[config.mk]
export PLATFORM = sky130hd
export DESIGN_NAME = drop_controller
export DESIGN_NICKNAME = d
export VERILOG_FILES = /design/src/rtl/connect4_pkg.sv /design/src/rtl/connect4_board.sv /design/src/rtl/drop_controller.sv
export SDC_FILE = /design/constraint.sdc
export NUM_CORES = 1
export LEC_CHECK = 0
export CAP_MARGIN = 10
export CORE_MARGIN = 4
export CORE_UTILIZATION = 50
export CTS_CLUSTER_SIZE = 30
export DETAILED_ROUTE_END_ITERATION = 12
export PLACE_DENSITY = 0.75
export SYNTH_ARGS = -nofsm -noshare
export SYNTH_HDL_FRONTEND = slang
export SYNTH_SLANG_ARGS = --single-unit
[constraint.sdc]
create_clock -name clk -period 5.7 [get_ports clk]
set_input_delay 1.14 -clock clk [delete_from_list [all_inputs] [get_ports clk]]
set_output_delay 1.14 -clock clk [all_outputs]
set_load 0.01 [all_outputs]
[src/rtl/connect4_pkg.sv]
// Shared codes and constants for the Connect4 move sequencer and board store.
package connect4_pkg;

   localparam logic [1:0] CELL_EMPTY = 2'b00;
   localparam logic [1:0] CELL_P1    = 2'b01;
   localparam logic [1:0] CELL_P2    = 2'b10;

   localparam logic [1:0] RES_CONT = 2'b00;
   localparam logic [1:0] RES_P1   = 2'b01;
   localparam logic [1:0] RES_P2   = 2'b10;
   localparam logic [1:0] RES_DRAW = 2'b11;

   typedef enum logic [1:0] {
      S_IDLE,
      S_PLACE,
      S_SCAN,
      S_REPORT
   } state_t;

   // Scan order: horizontal, vertical, diagonal up-right, diagonal down-right.
   localparam logic [1:0] DIR_H  = 2'd0;
   localparam logic [1:0] DIR_V  = 2'd1;
   localparam logic [1:0] DIR_UR = 2'd2;
   localparam logic [1:0] DIR_DN = 2'd3;

   function automatic logic signed [4:0] dir_dc(input logic [1:0] d);
      return (d == DIR_V) ? 5'sd0 : 5'sd1;
   endfunction

   function automatic logic signed [4:0] dir_dr(input logic [1:0] d);
      logic signed [4:0] v;
      case (d)
         DIR_H:   v = 5'sd0;
         DIR_V:   v = 5'sd1;
         DIR_UR:  v = 5'sd1;
         default: v = -5'sd1;
      endcase
      return v;
   endfunction

   function automatic logic [1:0] player_code(input logic t);
      return t ? CELL_P2 : CELL_P1;
   endfunction

endpackage

[src/rtl/connect4_board.sv]
// Board store: cells, per-column fill heights, drop-write port, scan and display
// read ports (combinational, 00 outside the board), synchronous clear.
module connect4_board
   import connect4_pkg::*;
#(
   parameter int COLS = 7,
   parameter int ROWS = 6
) (
   input  logic       clk,
   input  logic       rst,
   input  logic       i_clear,
   input  logic [2:0] i_q_col,
   output logic [2:0] o_q_hgt,
   output logic       o_q_full,
   input  logic       i_wr_en,
   input  logic [2:0] i_wr_col,
   input  logic [1:0] i_wr_code,
   input  logic [2:0] i_sc_col,
   input  logic [2:0] i_sc_row,
   output logic [1:0] o_sc_cell,
   input  logic [2:0] i_rd_col,
   input  logic [2:0] i_rd_row,
   output logic [1:0] o_rd_cell
);
   localparam logic [3:0] C_COLS = 4'(COLS);
   localparam logic [3:0] C_ROWS = 4'(ROWS);

   logic [1:0] r_cell [COLS][ROWS];
   logic [2:0] r_hgt  [COLS];
   logic [2:0] w_wr_hgt;
   logic       w_wr_ok;

   function automatic logic [1:0] cell_at(input logic [2:0] c, input logic [2:0] r);
      if (({1'b0, c} < C_COLS) && ({1'b0, r} < C_ROWS)) return r_cell[c][r];
      return CELL_EMPTY;
   endfunction

   // Out-of-range columns report as full so they are rejected like a full column.
   function automatic logic [2:0] hgt_at(input logic [2:0] c);
      if ({1'b0, c} < C_COLS) return r_hgt[c];
      return C_ROWS[2:0];
   endfunction

   assign o_q_hgt   = hgt_at(i_q_col);
   assign o_q_full  = ({1'b0, o_q_hgt} >= C_ROWS);
   assign o_sc_cell = cell_at(i_sc_col, i_sc_row);
   assign o_rd_cell = cell_at(i_rd_col, i_rd_row);
   assign w_wr_hgt  = hgt_at(i_wr_col);
   assign w_wr_ok   = ({1'b0, w_wr_hgt} < C_ROWS);

   always_ff @(posedge clk or posedge rst) begin
      if (rst) begin
         for (int c = 0; c < COLS; c++) begin
            r_hgt[c] <= '0;
            for (int r = 0; r < ROWS; r++) r_cell[c][r] <= CELL_EMPTY;
         end
      end else if (i_clear) begin
         for (int c = 0; c < COLS; c++) begin
            r_hgt[c] <= '0;
            for (int r = 0; r < ROWS; r++) r_cell[c][r] <= CELL_EMPTY;
         end
      end else if (i_wr_en && w_wr_ok) begin
         r_cell[i_wr_col][w_wr_hgt] <= i_wr_code;
         r_hgt[i_wr_col]            <= w_wr_hgt + 3'd1;
      end
   end

endmodule

[src/rtl/drop_controller.sv]
// Connect4 move sequencer: validate, drop, sequential four-in-a-row scan, report.
// Optional idle turn forfeit is built when MOVE_TIMEOUT_EN is defined.
module drop_controller
   import connect4_pkg::*;
#(
   parameter int COLS           = 7,
   parameter int ROWS           = 6,
   parameter int TIMEOUT_CYCLES = 1000
) (
   input  logic       clk,
   input  logic       rst,
   input  logic       new_game,
   input  logic       move_valid,
   input  logic [2:0] move_col,
   output logic       move_ready,
   output logic       reject,
   output logic       turn,
   output logic       result_valid,
   output logic [1:0] result,
   output logic       game_over,
`ifdef MOVE_TIMEOUT_EN
   output logic       timeout,
`endif
   input  logic [2:0] rd_col,
   input  logic [2:0] rd_row,
   output logic [1:0] rd_cell
);
   localparam logic signed [4:0] C_COLS  = 5'(COLS);
   localparam logic signed [4:0] C_ROWS  = 5'(ROWS);
   localparam logic [5:0]        C_CELLS = 6'(COLS * ROWS);

   state_t     r_state, w_next;
   logic [2:0] r_col, r_row;
   logic [5:0] r_cnt;
   logic       r_turn, r_over, r_reject;
   logic [1:0] r_result;
   logic [1:0] r_dir;
   logic       r_side;
   logic [1:0] r_k;
   logic [2:0] r_run;

   logic              w_hs, w_full, w_inb, w_match, w_win, w_side_end, w_scan_end;
   logic [2:0]        w_hgt;
   logic [1:0]        w_code, w_sc_cell;
   logic signed [4:0] w_step, w_pc, w_pr;

`ifdef MOVE_TIMEOUT_EN
   localparam logic [31:0] TO_LAST = 32'(TIMEOUT_CYCLES - 1);
   logic [31:0] r_tcnt;
   logic        r_timeout;
   assign timeout = r_timeout;
`endif

   assign move_ready   = (r_state == S_IDLE) && !r_over;
   assign w_hs         = move_valid && move_ready && !new_game;
   assign w_code       = player_code(r_turn);
   assign reject       = r_reject;
   assign turn         = r_turn;
   assign result       = r_result;
   assign game_over    = r_over;
   assign result_valid = (r_state == S_REPORT) && !new_game;

   connect4_board #(.COLS(COLS), .ROWS(ROWS)) u_board (
      .clk       (clk),
      .rst       (rst),
      .i_clear   (new_game),
      .i_q_col   (move_col),
      .o_q_hgt   (w_hgt),
      .o_q_full  (w_full),
      .i_wr_en   (r_state == S_PLACE),
      .i_wr_col  (r_col),
      .i_wr_code (w_code),
      .i_sc_col  (w_pc[2:0]),
      .i_sc_row  (w_pr[2:0]),
      .o_sc_cell (w_sc_cell),
      .i_rd_col  (rd_col),
      .i_rd_row  (rd_row),
      .o_rd_cell (rd_cell)
   );

   // Probe address is origin + k*delta, with k negated on the minus side.
   always_comb begin
      w_step     = r_side ? -$signed({3'b000, r_k}) : $signed({3'b000, r_k});
      w_pc       = $signed({2'b00, r_col}) + dir_dc(r_dir) * w_step;
      w_pr       = $signed({2'b00, r_row}) + dir_dr(r_dir) * w_step;
      w_inb      = !w_pc[4] && (w_pc < C_COLS) && !w_pr[4] && (w_pr < C_ROWS);
      w_match    = w_inb && (w_sc_cell == w_code);
      w_win      = w_match && (r_run == 3'd3);
      w_side_end = !w_match || (r_k == 2'd3);
      w_scan_end = w_win || (w_side_end && r_side && (r_dir == DIR_DN));
   end

   always_comb begin
      w_next = r_state;
      case (r_state)
         S_IDLE:   if (w_hs && !w_full) w_next = S_PLACE;
         S_PLACE:  w_next = S_SCAN;
         S_SCAN:   if (w_scan_end) w_next = S_REPORT;
         S_REPORT: w_next = S_IDLE;
         default:  w_next = S_IDLE;
      endcase
      if (new_game) w_next = S_IDLE;
   end

   always_ff @(posedge clk or posedge rst) begin
      if (rst) r_state <= S_IDLE;
      else     r_state <= w_next;
   end

   always_ff @(posedge clk or posedge rst) begin
      if (rst) begin
         r_col    <= '0;
         r_row    <= '0;
         r_cnt    <= '0;
         r_turn   <= 1'b0;
         r_over   <= 1'b0;
         r_reject <= 1'b0;
         r_result <= RES_CONT;
         r_dir    <= DIR_H;
         r_side   <= 1'b0;
         r_k      <= 2'd1;
         r_run    <= 3'd1;
`ifdef MOVE_TIMEOUT_EN
         r_tcnt    <= '0;
         r_timeout <= 1'b0;
`endif
      end else if (new_game) begin
         r_cnt    <= '0;
         r_turn   <= 1'b0;
         r_over   <= 1'b0;
         r_reject <= 1'b0;
         r_result <= RES_CONT;
`ifdef MOVE_TIMEOUT_EN
         r_tcnt    <= '0;
         r_timeout <= 1'b0;
`endif
      end else begin
         r_reject <= w_hs && w_full;
         if (w_hs) begin
            r_col <= move_col;
            r_row <= w_hgt;
         end
`ifdef MOVE_TIMEOUT_EN
         r_timeout <= 1'b0;
         if ((r_state != S_IDLE) || w_hs || r_over) begin
            r_tcnt <= '0;
         end else if (r_tcnt == TO_LAST) begin
            r_tcnt    <= '0;
            r_timeout <= 1'b1;
            r_turn    <= ~r_turn;
         end else begin
            r_tcnt <= r_tcnt + 32'd1;
         end
`endif
         case (r_state)
            S_PLACE: begin
               r_cnt  <= r_cnt + 6'd1;
               r_dir  <= DIR_H;
               r_side <= 1'b0;
               r_k    <= 2'd1;
               r_run  <= 3'd1;
            end
            S_SCAN: begin
               if (w_scan_end) begin
                  r_result <= w_win ? w_code : ((r_cnt == C_CELLS) ? RES_DRAW : RES_CONT);
               end else if (w_side_end) begin
                  r_k <= 2'd1;
                  if (!r_side) begin
                     r_side <= 1'b1;
                  end else begin
                     r_dir  <= r_dir + 2'd1;
                     r_side <= 1'b0;
                     r_run  <= 3'd1;
                  end
               end else begin
                  r_k   <= r_k + 2'd1;
                  r_run <= r_run + 3'd1;
               end
            end
            S_REPORT: begin
               if (r_result == RES_CONT) r_turn <= ~r_turn;
               else                      r_over <= 1'b1;
            end
            default: ;
         endcase
      end
   end

endmodule
Yosys cells after proc, flatten, opt, wreduce, memory -nomap -nowiden
Cells that the tools add are included.
Widths: inputs -> output; s select.

word-level totals
  bits in registers = 132
  output and inout port bits = 9

operators by class
  $add $sub $neg = 8
  $mul = 2
  magnitude comparators = 19
  eq/ne operators = 17
  mux-type cells = 79
  bitwise logic cells = 9
  reductions and logical operators = 46

operator list
  kind                count
  $mux 84             2
  $bwmux 84           1
  $bmux 12 s3         2
  $mux 12             5
  $mux 2              23
  $mux 21             2
  $demux 12 s3        1
  $mux 3              12
  $ge 4x4->1 const B  7
  $not 3->4           7
  $bwmux 21           1
  $lt 3x3->1 const B  7
  $bmux 3 s3          2
  $logic_and 1x1->1   18
  $mux 1              15
  $reduce_bool 2->1   7
  $bmux 2 s3          2
  $mux 6              2
  $add 4x5->5         2
  $eq 2x2->1 const B  5
  $lt 5x4->1 const B  2
  $pmux 5 s2          1
  $reduce_and 2->1    5
  $demux 3 s3         1
  other kinds (29)    48

Longest topological paths before layout
Gate-level depths: netlist (run 1).

  depth after elaboration = 23
  mapped depth = 18

Cells and area by module
From an unflattened synthesis (run 1), not the netlist that was laid out.

second synthesis, totals
  cells, all modules = 844
  area, all modules = 8,917.3 µm²

by module, submodules not included
  module           instances  cells an instance  area an instance (µm²)  seq. area each (µm²)
  connect4_board   1          643                6,904.1                 2,627.5
  drop_controller  1          201                2,013.2                 678.2

Least setup slack after synthesis (run 1)
Ideal clock, no wire load.

  kind = flip-flop to flip-flop
  start point = register r_k[0]
  end point = register r_result[1], in the netlist result[1]
  setup time = 0.094 ns
  arrival time = 4.610 ns
  slack = 0.996 ns
  stages on the path, launching flop included = 18
  period minus slack after synthesis = 4.704 ns
  cell sequence = dfstp_2 inv_1 ha_1 mux2i_1 nor2b_1 ha_1 ha_1 fa_1 inv_1 fa_1 xor2_1 xnor3_1 nand4bb_1 nor3_1 o211ai_1 mux2i_2 mux2_2 a211oi_1

on the way
  word-level cells in the longest chain between the ends = 22

ends and longest elaborated chain
  item                                         RTL line                RTL
  start, declared                              drop_controller.sv:39   logic [1:0] r_k;
  start signal, assigned                       drop_controller.sv:176  r_k <= r_k + 2'd1;
  $neg 2->5                                    drop_controller.sv:83   w_step = r_side ? -$signed({3'b000, r_k}) : $signed({3'b000, r_k});
  $mux 5                                       drop_controller.sv:83
  $mul 2x5->5                                  drop_controller.sv:84   w_pc = $signed({2'b00, r_col}) + dir_dc(r_dir) * w_step;
  $add 4x5->5                                  drop_controller.sv:84
  $not 3->4 (implied by the code)              connect4_board.sv:34    if (({1'b0, c} < C_COLS) && ({1'b0, r} < C_ROWS)) return r_cell[c][r];
  $bmux 12 s3                                  connect4_board.sv:34
  $mux 12 (implied by the code) (2 in series)  connect4_board.sv:34
  $bmux 2 s3                                   connect4_board.sv:34
  [4 not listed]                               -
  $eq 2x2->1                                   drop_controller.sv:87   w_match = w_inb && (w_sc_cell == w_code);
  $logic_and 1x1->1                            drop_controller.sv:87
  $logic_not 1->1                              drop_controller.sv:89   w_side_end = !w_match || (r_k == 2'd3);
  $logic_or 1x1->1                             drop_controller.sv:89
  $logic_and 1x1->1 (2 in series)              drop_controller.sv:90   w_scan_end = w_win || (w_side_end && r_side && (r_dir == DIR_DN));
  $logic_or 1x1->1                             drop_controller.sv:90
  $reduce_bool 2->1 (no line)                  -
  $reduce_and 2->1 (no line)                   -
  end signal, assigned                         drop_controller.sv:165  r_result <= w_win ? w_code : ((r_cnt == C_CELLS) ? RES_DRAW : RES_CONT);
  end, declared                                drop_controller.sv:36   logic [1:0] r_result;

Parallel ways exist; a longest one is shown, timed or not. The select of a mux whose other input is x is not followed.
A chain may end at the register's enable or synchronous reset.

Worst setup path in the final report (run 1)
Same ends and word-level chain as after synthesis.

==> flow_summary.toml, run 1 <==
[detailed_routing]
wl_per_cell_um = 20.6
drc = 0
vias_per_cell = 6.40
firstDrtPassIters = 5
antenna_left = 0
drt_iter0_drc = 688
vias = 6952
drt_wl_total_mm = 22.4

[finish]
fin_nets = 899
syn_to_final_growth_pct = 11.5
num_antenna_cells = 0
fin_area_sq_um = 9400
fin_util_pct = 56.7
drive_above_1_share_pct = 12.2

[placement]
gp_congestion = 0.913
port_buffers = 21
dp_hpwl_mm = 15.2
place_area_sq_um = 8830
dpl_worst_slack_ps = 595

[clock_tree]
cts-root-buf = "clkbuf_16"
cts_made_buffers = 17
cts_num_sinks = 132
cts_setup_buffers = 0
ctsResizeCount = 0
ctsHoldBuffers = 0
tritoncts = "built"
clock_latency_ps = 430
cts_max_path_buffers = 2
htreeDepth = 4
clkTransAtPathRegs_ps = 60

[die]
io-pin-count = 22
std_cell_rows = 47
start_util_pct = 50.9
coreArea_sq_um = 16600
dieArea_sq_um = 19000
die_x_um = 138
fp.dieH_um = 138

[synth]
synth_flop_cell = "dfrtp_1"
async_flop_share_pct = 100
synth-seq-cells = 132
synth_cell_type_count = 68
synth.most_common_cell = "dfrtp_1"
ys_seq_area_share_pct = 39.2
synthesis.nets = 899
synth_edf_count = 0
syn_avg_cell_area_sq_um = 9.88
synth_top_cell_by_area = "dfrtp_1"
synthTopCellsByCount = "130 x dfrtp_1, 88 x nor2_1, 84 x a21oi_1, 71 x mux2i_1, 64 x o21ai_0"
synthCells = 854
synth_area_leaders = "dfrtp_1 39%, mux2i_1 8.4%, mux4_2 7.2%, a21oi_1 5.0%, ha_1 4.0%"
ys.warnings.count = 0
syn_area_sq_um = 8440
synth_top_cell_area_share_pct = 38.6

[worst_hold_path]
min_from = "r_run[2]$_DFFE_PP0P_"
holdPathStages = 1
min_path_type = "flip-flop to flip-flop"
hold_end = "r_run[2]$_DFFE_PP0P_"

[power]
ir_drop_v = 0.000343
p_leak_nw = 3.89
power_mw = 4.48
cellPowerDensity_nw_per_um2 = 477

[timing]
worst_slew_pin_slew_ps = 1050
fin_worst_skew_ps = 11.4
slew_headroom_pct = 29.9
fin_setup_tns_ps = 0
fmax_ghz = 0.195
drv_slew = 0
final-setup-viol-count = 0
post-route-period-util_pct = 90.2
period_needed_ps = 5140
rsz0062_at_grt = "no"
hold_viol_final = 0
worst_slack_ps = 560

[critical_path]
reg2regPathDepth = 17
r2r-start = "r_k[0]$_DFFE_PP1P_"
crit_fanout = 6
crit_path_cell_trace = "inv_1 > ha_1 > mux2i_1 > nor2b_1 > ha_1 > ha_1 > fa_1 > inv_1 > fa_1 > xor2_1 > xnor3_1 > nand4bb_1 > nor3_1 > o211ai_1 > mux2i_2 > mux2_2 > a211oi_1"
crit_required_ps = 6030
crit_path_frequent_cell = "ha_1"
critPathArrivalTime_ps = 5470
slowest_delay_ps = 560
start_kind = "flip-flop"
critPathKind = "flip-flop to flip-flop"
r2r_slack_ps = 560
rr_endpoint = "result[1]$_DFFE_PP0P_"
crit_path_end_kind = "flip-flop"
worst_path_max_delay_cell = "dfstp_2"

[status]
status = "completed"

[global_routing]
track_usage_pct = 25.1
grt_start_max_net_pins = 89
grt_pass1_vias = 6813
gr-total-overflow = 0
grt_antenna_before_repair = 0
grt_pass1_wl_mm = 37.0

[flow_run]
cap_violations = 0
-- state kept, by name (all words and copies together) (netlist names), 2 cells and up --
register	flops
u_board.r_cell	84
u_board.r_hgt	21
r_cnt	6
r_col	3
r_row	3
r_run	3
r_dir	2
r_k	2
r_state	2
result	2
-- stage by stage --
step	hold WS [ps]	instances
after floorplan	474	854
after global placement	500	1055
after detailed placement	493	1055
after CTS	506	1086
after global routing	530	1086
final	510	1086
-- layout make-up --
class / instances / area [sq um]
repair buffers: 41 / 358
multi-input cells: 630 / 4760
clock buffers: 18 / 439
flip-flops and latches: 132 / 3310
clock inverters: 13 / 135
fillers: 1396 / 7180
inverters: 32 / 125
well taps: 220 / 275
-- worst max-delay path by stage --
| stage | from | to | slack [ps] | depth (start not counted) |
|---|---|---|---|---|
| after floorplan | r_k[0]$_DFFE_PP1P_ | result[1]$_DFFE_PP0P_ | 1000 | 17 |
| after global placement | r_k[0]$_DFFE_PP1P_ | result[1]$_DFFE_PP0P_ | 710 | 17 |
| after detailed placement | r_k[0]$_DFFE_PP1P_ | result[1]$_DFFE_PP0P_ | 600 | 17 |
| after CTS | r_k[0]$_DFFE_PP1P_ | result[1]$_DFFE_PP0P_ | 580 | 17 |
| after global routing | r_k[0]$_DFFE_PP1P_ | result[1]$_DFFE_PP0P_ | 210 | 17 |
| final | r_k[0]$_DFFE_PP1P_ | result[1]$_DFFE_PP0P_ | 560 | 17 |
-- worst max-delay path, delay by kind of cell, from the launching register on --
family,cells,cell delay (ps)
buffers and inverters,2,130
AO/OA/AOI/OAI,2,420
multiplexers,3,930
AND/OR/NAND/NOR,3,690
XOR/XNOR,2,360
adder cells (fa/ha/maj),5,1940
flip-flops,1,560
-- power breakdown --
part           total, mW  internal [mW]  switching, mW  leakage [nW]
logic               2.26          0.845           1.41          1.80
clock network       1.09          0.650          0.437         0.270
registers           1.14           1.01          0.125          1.82
-- metal layers --
layer  vias up  track usage [%]  share of wire [%]
met5         -                0                  0
met4         0             8.78                2.3
met3        45             5.41                7.3
met2       313             39.0                 47
met1      3447             35.0                 43
li1       3147                -                  -
-- logic make-up after synthesis --
family | after synthesis | synth area share [%]
adders and majority gates | 32 | 5.19
muxes | 115 | 18.8
xor gates and xnor gates | 11 | 1.47
AOI/OAI and AO/OA | 210 | 15.1
buffers and inverters | 92 | 4.39
and+or+nand+nor | 262 | 15.8
DFF | 132 | 39.2
-- layout by cell type, fill, tap and decap left out, types with 27 or more instances in the layout --
cell type  Yosys  final
nor2_1        88     88
dfrtp_1      130    130
mux2i_1       71     71
nand2_1       42     42
ha_1          27     27
inv_1         30     29
nor3b_1       30     30
nand3_1       39     39
a21oi_1       84     84
o21ai_0       64     64
mux4_2        27     27
(Power assumes the default switching activity.)
==> run 2: changes to the inputs <==
--- a/config.mk
+++ b/config.mk
@@ -10,7 +10,7 @@
 export CORE_UTILIZATION = 50
 export CTS_CLUSTER_SIZE = 30
 export DETAILED_ROUTE_END_ITERATION = 12
-export PLACE_DENSITY = 0.75
+export PLACE_DENSITY = 0.72
 export SYNTH_ARGS = -nofsm -noshare
 export SYNTH_HDL_FRONTEND = slang
 export SYNTH_SLANG_ARGS = --single-unit
==> run 2 against run 1 <==
Effect of this change:
- first-iteration DRC count is 4.7% higher
- global-route usage is 0.54 points lower
- worst hold slack better by 17 ps
- critical path type unchanged
- count of clock-buffer cells in the layout is 1 lower
- non-clock buffer count is 1 lower
- clock power hardly changed
- flip-flop and latch count stayed put
- combinational power hardly changed
- worst setup slack better by 43 ps
- maximum frequency is 0.84% higher
- final area is 0.15% higher
- largest power group unchanged
- die area stayed put
==> flow_summary.toml, run 2 (synthesized netlist as in run 1, its figures left out) <==
[clock_tree]
cts_max_path_buffers = 2
cts_setup_buffers = 0
cts_num_sinks = 132
clock_latency_ps = 430
clkTransAtPathRegs_ps = 60
tritoncts = "built"
ctsResizeCount = 0
htreeDepth = 4
cts_made_buffers = 17
ctsHoldBuffers = 0
cts-root-buf = "clkbuf_16"

[detailed_routing]
firstDrtPassIters = 6
drt_iter0_drc = 720
vias_per_cell = 6.38
vias = 6925
wl_per_cell_um = 20.4
drt_wl_total_mm = 22.2
drc = 0
antenna_left = 0

[global_routing]
grt_antenna_before_repair = 0
grt_pass1_wl_mm = 36.1
gr-total-overflow = 0
track_usage_pct = 24.5
grt_pass1_vias = 6633
grt_start_max_net_pins = 100

[power]
p_leak_nw = 3.91
ir_drop_v = 0.000287
cellPowerDensity_nw_per_um2 = 480
power_mw = 4.52

[critical_path]
critPathKind = "flip-flop to flip-flop"
worst_path_max_delay_cell = "dfstp_2"
start_kind = "flip-flop"
slowest_delay_ps = 560
r2r_slack_ps = 600
r2r-start = "r_k[0]$_DFFE_PP1P_"
crit_required_ps = 6030
crit_path_cell_trace = "inv_1 > ha_1 > mux2i_1 > nor2b_1 > ha_1 > ha_1 > fa_1 > inv_1 > fa_1 > xor2_1 > xnor3_1 > nand4bb_1 > nor3_1 > o211ai_1 > mux2i_2 > mux2_2 > a211oi_1"
cp_num_buf_inv = 2
crit_path_frequent_cell = "ha_1"
crit_fanout = 6
crit_path_end_kind = "flip-flop"
startpoint = "r_k[0]$_DFFE_PP1P_"
path_delay_family = "adder cells"
critPathArrivalTime_ps = 5420

[timing]
worst_slew_pin_slew_ps = 1090
fmax_ghz = 0.196
slew_headroom_pct = 27.5
period_needed_ps = 5100
worst_slack_ps = 603
fin_setup_tns_ps = 0
hold_ws_ps = 528
rsz0062_at_grt = "no"
fin_worst_skew_ps = 9.82
final-setup-viol-count = 0
drv_slew = 0
hold_viol_final = 0
post-route-period-util_pct = 89.4

[placement]
dpl_worst_slack_ps = 601
port_buffers = 21
placed_cells_incl_taps = 1054
place_area_sq_um = 8820
gp_congestion = 0.943
dp_hpwl_mm = 15.4

[finish]
drive_above_1_share_pct = 12.2
fin_util_pct = 56.8
largest_reg_flops = 84
final_cell_mix = "130 x dfrtp_1, 88 x nor2_1, 84 x a21oi_1, 71 x mux2i_1, 64 x o21ai_0"
fillers = 1451
final_cells = 1086
num_antenna_cells = 0
final_common_cell = "dfrtp_1"
fin_nets = 898
largest_register = "u_board.r_cell"
multi_input_area_sq_um = 4760
syn_to_final_growth_pct = 11.6
fin_area_sq_um = 9420
regArea_sq_um = 3310
reg_top3 = "u_board.r_cell: 84 flops, u_board.r_hgt: 21 flops, r_cnt: 6 flops"

[die]
io-pin-count = 22
coreArea_sq_um = 16600
fp.dieH_um = 138
dieArea_sq_um = 19000
std_cell_rows = 47
die_x_um = 138
start_util_pct = 50.9

[status]
status = "completed"

[worst_hold_path]
min_from = "r_run[2]$_DFFE_PP0P_"
min_path_type = "flip-flop to flip-flop"

[flow_run]
cap_violations = 0
-- run 2: cell count changes in the layout (fill, tap and decap cells not counted) --
cell	delta
buf_4	-1
clkbuf_8	-1
clkinv_2	-2
clkinv_4	+2
clkinvlp_4	-4
inv_6	+4
inv_8	+2
-- run 2: final timing paths --
path,endpoint,depth (start not counted)
max,result[1]$_DFFE_PP0P_,17
min in group asynchronous,u_board.r_hgt[13]$_DFFE_PP0P_,2
max reg2reg,result[1]$_DFFE_PP0P_,17
min,r_run[2]$_DFFE_PP0P_,1
min reg2reg,r_run[2]$_DFFE_PP0P_,1
max in group asynchronous,r_k[0]$_DFFE_PP1P_,3
-- run 2: report_power, final --
group	switching, mW	internal [mW]
clock network	0.463	0.656
registers	0.121	1.01
logic	1.42	0.847
total	2.00	2.51
-- run 2: cell type report --
class / instances / area share [%]
well taps: 220 / 2.92
inverters: 32 / 1.33
multi-input cells: 630 / 50.6
flip-flops and latches: 132 / 35.1
clock inverters: 15 / 1.81
repair buffers: 40 / 3.72
clock buffers: 17 / 4.52
-- run 2: layer usage --
metal | vias up | wire [um] | global-route usage, %
met5 | - | 0 | 0
met4 | 0 | 424 | 6.70
met3 | 41 | 1710 | 6.20
met2 | 290 | 10400 | 38.2
met1 | 3448 | 9710 | 34.4
li1 | 3146 | - | -
==> run 3: changes to the inputs <==
--- a/config.mk
+++ b/config.mk
@@ -10,6 +10,8 @@
 export CORE_UTILIZATION = 50
 export CTS_CLUSTER_SIZE = 30
 export DETAILED_ROUTE_END_ITERATION = 12
+export GPL_ROUTABILITY_DRIVEN = 1
+export GPL_TIMING_DRIVEN = 0
 export PLACE_DENSITY = 0.72
 export SYNTH_ARGS = -nofsm -noshare
 export SYNTH_HDL_FRONTEND = slang
==> run 3 against run 2 <==
Effect of this change:
- critical path depth shrank 9
- die area unchanged
- maximum frequency decreased by 5.2%
- non-clock buffer count rose by 37
- worst hold slack worse by 18 ps
- combinational power increased by 8.8%
- flip-flop and latch count stayed put
- clock skew is 4.9 ps higher
- sequential power decreased by 4%
- critical endpoint is now rd_cell[1]
==> flow_summary.toml, run 3 (synthesized netlist as in run 1, its figures left out) <==
[status]
status = "completed"

[clock_tree]
ctsResizeCount = 0
clock_latency_ps = 430
clkTransAtPathRegs_ps = 60
htreeDepth = 4
cts_max_path_buffers = 2
cts_num_sinks = 132
cts_made_buffers = 17
cts-root-buf = "clkbuf_16"
ctsHoldBuffers = 0
cts_setup_buffers = 0
tritoncts = "built"

[finish]
final_common_cell = "dfrtp_1"
fin_nets = 935
reg_top3 = "u_board.r_cell: 84 flops, u_board.r_hgt: 21 flops, r_cnt: 6 flops"
fillers = 1463
fin_util_pct = 57.5
largest_reg_flops = 84
largest_register = "u_board.r_cell"
drive_above_1_share_pct = 10.8
regArea_sq_um = 3310
multi_input_area_sq_um = 4760
num_antenna_cells = 0
final_cell_mix = "130 x dfrtp_1, 88 x nor2_1, 84 x a21oi_1, 71 x mux2i_1, 64 x o21ai_0"
syn_to_final_growth_pct = 13.0

[placement]
port_buffers = 16
dp_hpwl_mm = 17.5
dpl_worst_slack_ps = 401
gp_congestion = 0.950

[global_routing]
track_usage_pct = 27.5
gr-total-overflow = 0
grt.busiest_layer = "met2"
grt_pass1_vias = 7223
grtUsageMet2_pct = 42.5
use_met3_pct = 6.60
grt_start_max_net_pins = 68
grt_pass1_wl_mm = 39.6
grt_antenna_before_repair = 0
use_met1_pct = 36.4

[die]
std_cell_rows = 47
dieArea_sq_um = 19000
io-pin-count = 22
start_util_pct = 50.9
coreArea_sq_um = 16600
die_x_um = 138
fp.dieH_um = 138

[detailed_routing]
drt_wl_total_mm = 24.5
vias = 7192
antenna_left = 0
drt_iter0_drc = 748
drc = 0
wl_per_cell_um = 21.8
vias_per_cell = 6.41
firstDrtPassIters = 6

[flow_run]
cap_violations = 0

[power]
cellPowerDensity_nw_per_um2 = 496
power_mw = 4.73
clock_power_share_pct = 24.9
pwr-share-seq_pct = 23.0
switching_power_mw = 2.11
p_comb_share_pct = 52.1
power.internal_mw = 2.62
p_leak_nw = 3.92
p_sw_share_pct = 44.7
ir_drop_v = 0.000312

[timing]
fin_setup_tns_ps = 0
rsz0062_at_grt = "no"
fin_worst_skew_ps = 14.7
hold_ws_ps = 510
hold_viol_final = 0
worst_slack_ps = 325
period_needed_ps = 5370
slew_headroom_pct = 12.5
fmax_ghz = 0.186
final-setup-viol-count = 0
worst_slew_pin_slew_ps = 1310
post-route-period-util_pct = 94.3
drv_slew = 0

[critical_path]
crit_required_ps = 4560
cp_num_buf_inv = 4
path_delay_family = "buffers and inverters"
crit_path_end_kind = "primary output"
critPathArrivalTime_ps = 4230
crit_path_frequent_cell = "clkbuf_1"
crit_fanout = 10
worst_path_max_delay_cell = "buf_1"
start_kind = "input pin"
slowest_delay_ps = 650
critPathKind = "input pin to primary output"
crit_path_cell_trace = "clkbuf_1 > buf_1 > clkbuf_1 > o21ai_0 > mux4_2 > mux2i_1 > o22ai_1 > clkdlybuf4s50_1"

[worst_hold_path]
min_path_type = "flip-flop to flip-flop"
==> run 3: cell count changes in the layout (fill, tap and decap cells not counted), sizes merged <==
cell / previous run / this run
clkinvlp: 1 / 4
buf: 20 / 19
clkinv: 6 / 5
bufinv: 2 / 4
clkdlybuf4s50: 20 / 16
clkbuf: 17 / 60
inv: 38 / 32
==> run 3: power by group through the flow <==
| stage | Clock [mW] | Combinational, mW | Sequential [mW] |
|---|---|---|---|
| 3_3_place_gp | 0 | 2.36 | 1.10 |
| 2_1_floorplan | 0 | 1.76 | 1.08 |
| 3_5_place_dp | 0 | 2.39 | 1.10 |
| 4_1_cts | 1.18 | 2.42 | 1.09 |
| 6_report | 1.18 | 2.47 | 1.09 |
| 5_1_grt | 1.23 | 2.66 | 1.10 |
==> run 3: layout make-up <==
type                            count  share of cell area, %
Clock inverter                     13                   1.92
Tap cell                          220                   2.89
Timing Repair Buffer               17                   1.97
Clock buffer                       18                   4.61
Multi-Input combinational cell    630                   50.0
Inverter                           32                   1.31
Buffer                             60                   2.63
Sequential cell                   132                   34.7
==> run 3: per-layer routing <==
layer | wire length (um) | up-vias | share of wire, %
met1 | 10200 | 3571 | 42
li1 | - | 3208 | -
met3 | 1880 | 85 | 7.7
met2 | 11300 | 328 | 46
met5 | 0 | - | 0
met4 | 1090 | 0 | 4.4
==> run 3: stage by stage <==
step | cells | area [sq um]
after global placement | 1090 | 8870
final | 1122 | 9530
after detailed placement | 1091 | 8900
after floorplan | 854 | 8440
after CTS | 1122 | 9530
after global routing | 1122 | 9530
==> run 3: final timing paths <==
check,depth (start not counted),slack (ps),endpoint,from
setup / recovery,8,330,rd_cell[1],rd_col[0]
hold / removal,2,510,r_run[0]$_DFFE_PP1P_,r_run[0]$_DFFE_PP1P_
setup reg to reg,17,460,r_run[1]$_DFFE_PP0P_,r_k[0]$_DFFE_PP1P_
hold reg to reg,2,510,r_run[0]$_DFFE_PP1P_,r_run[0]$_DFFE_PP1P_
max in group asynchronous,3,3730,r_run[0]$_DFFE_PP1P_,rst
min in group asynchronous,2,1190,u_board.r_cell[61]$_DFFE_PP0P_,rst
==> run 3: worst reg2reg max path, cell delays in order (launching register included) <==
cell       delay, ps
dfstp_2          560
inv_1             80
ha_1             310
mux2i_1          280
nor2b_1          140
ha_1             340
ha_1             330
fa_1             540
inv_1             60
fa_1             420
xor2_1           150
xnor3_1          200
nand4bb_1        190
nor4b_1          390
o221a_2          280
a211oi_1          80
o41a_1           410
a221o_1          370
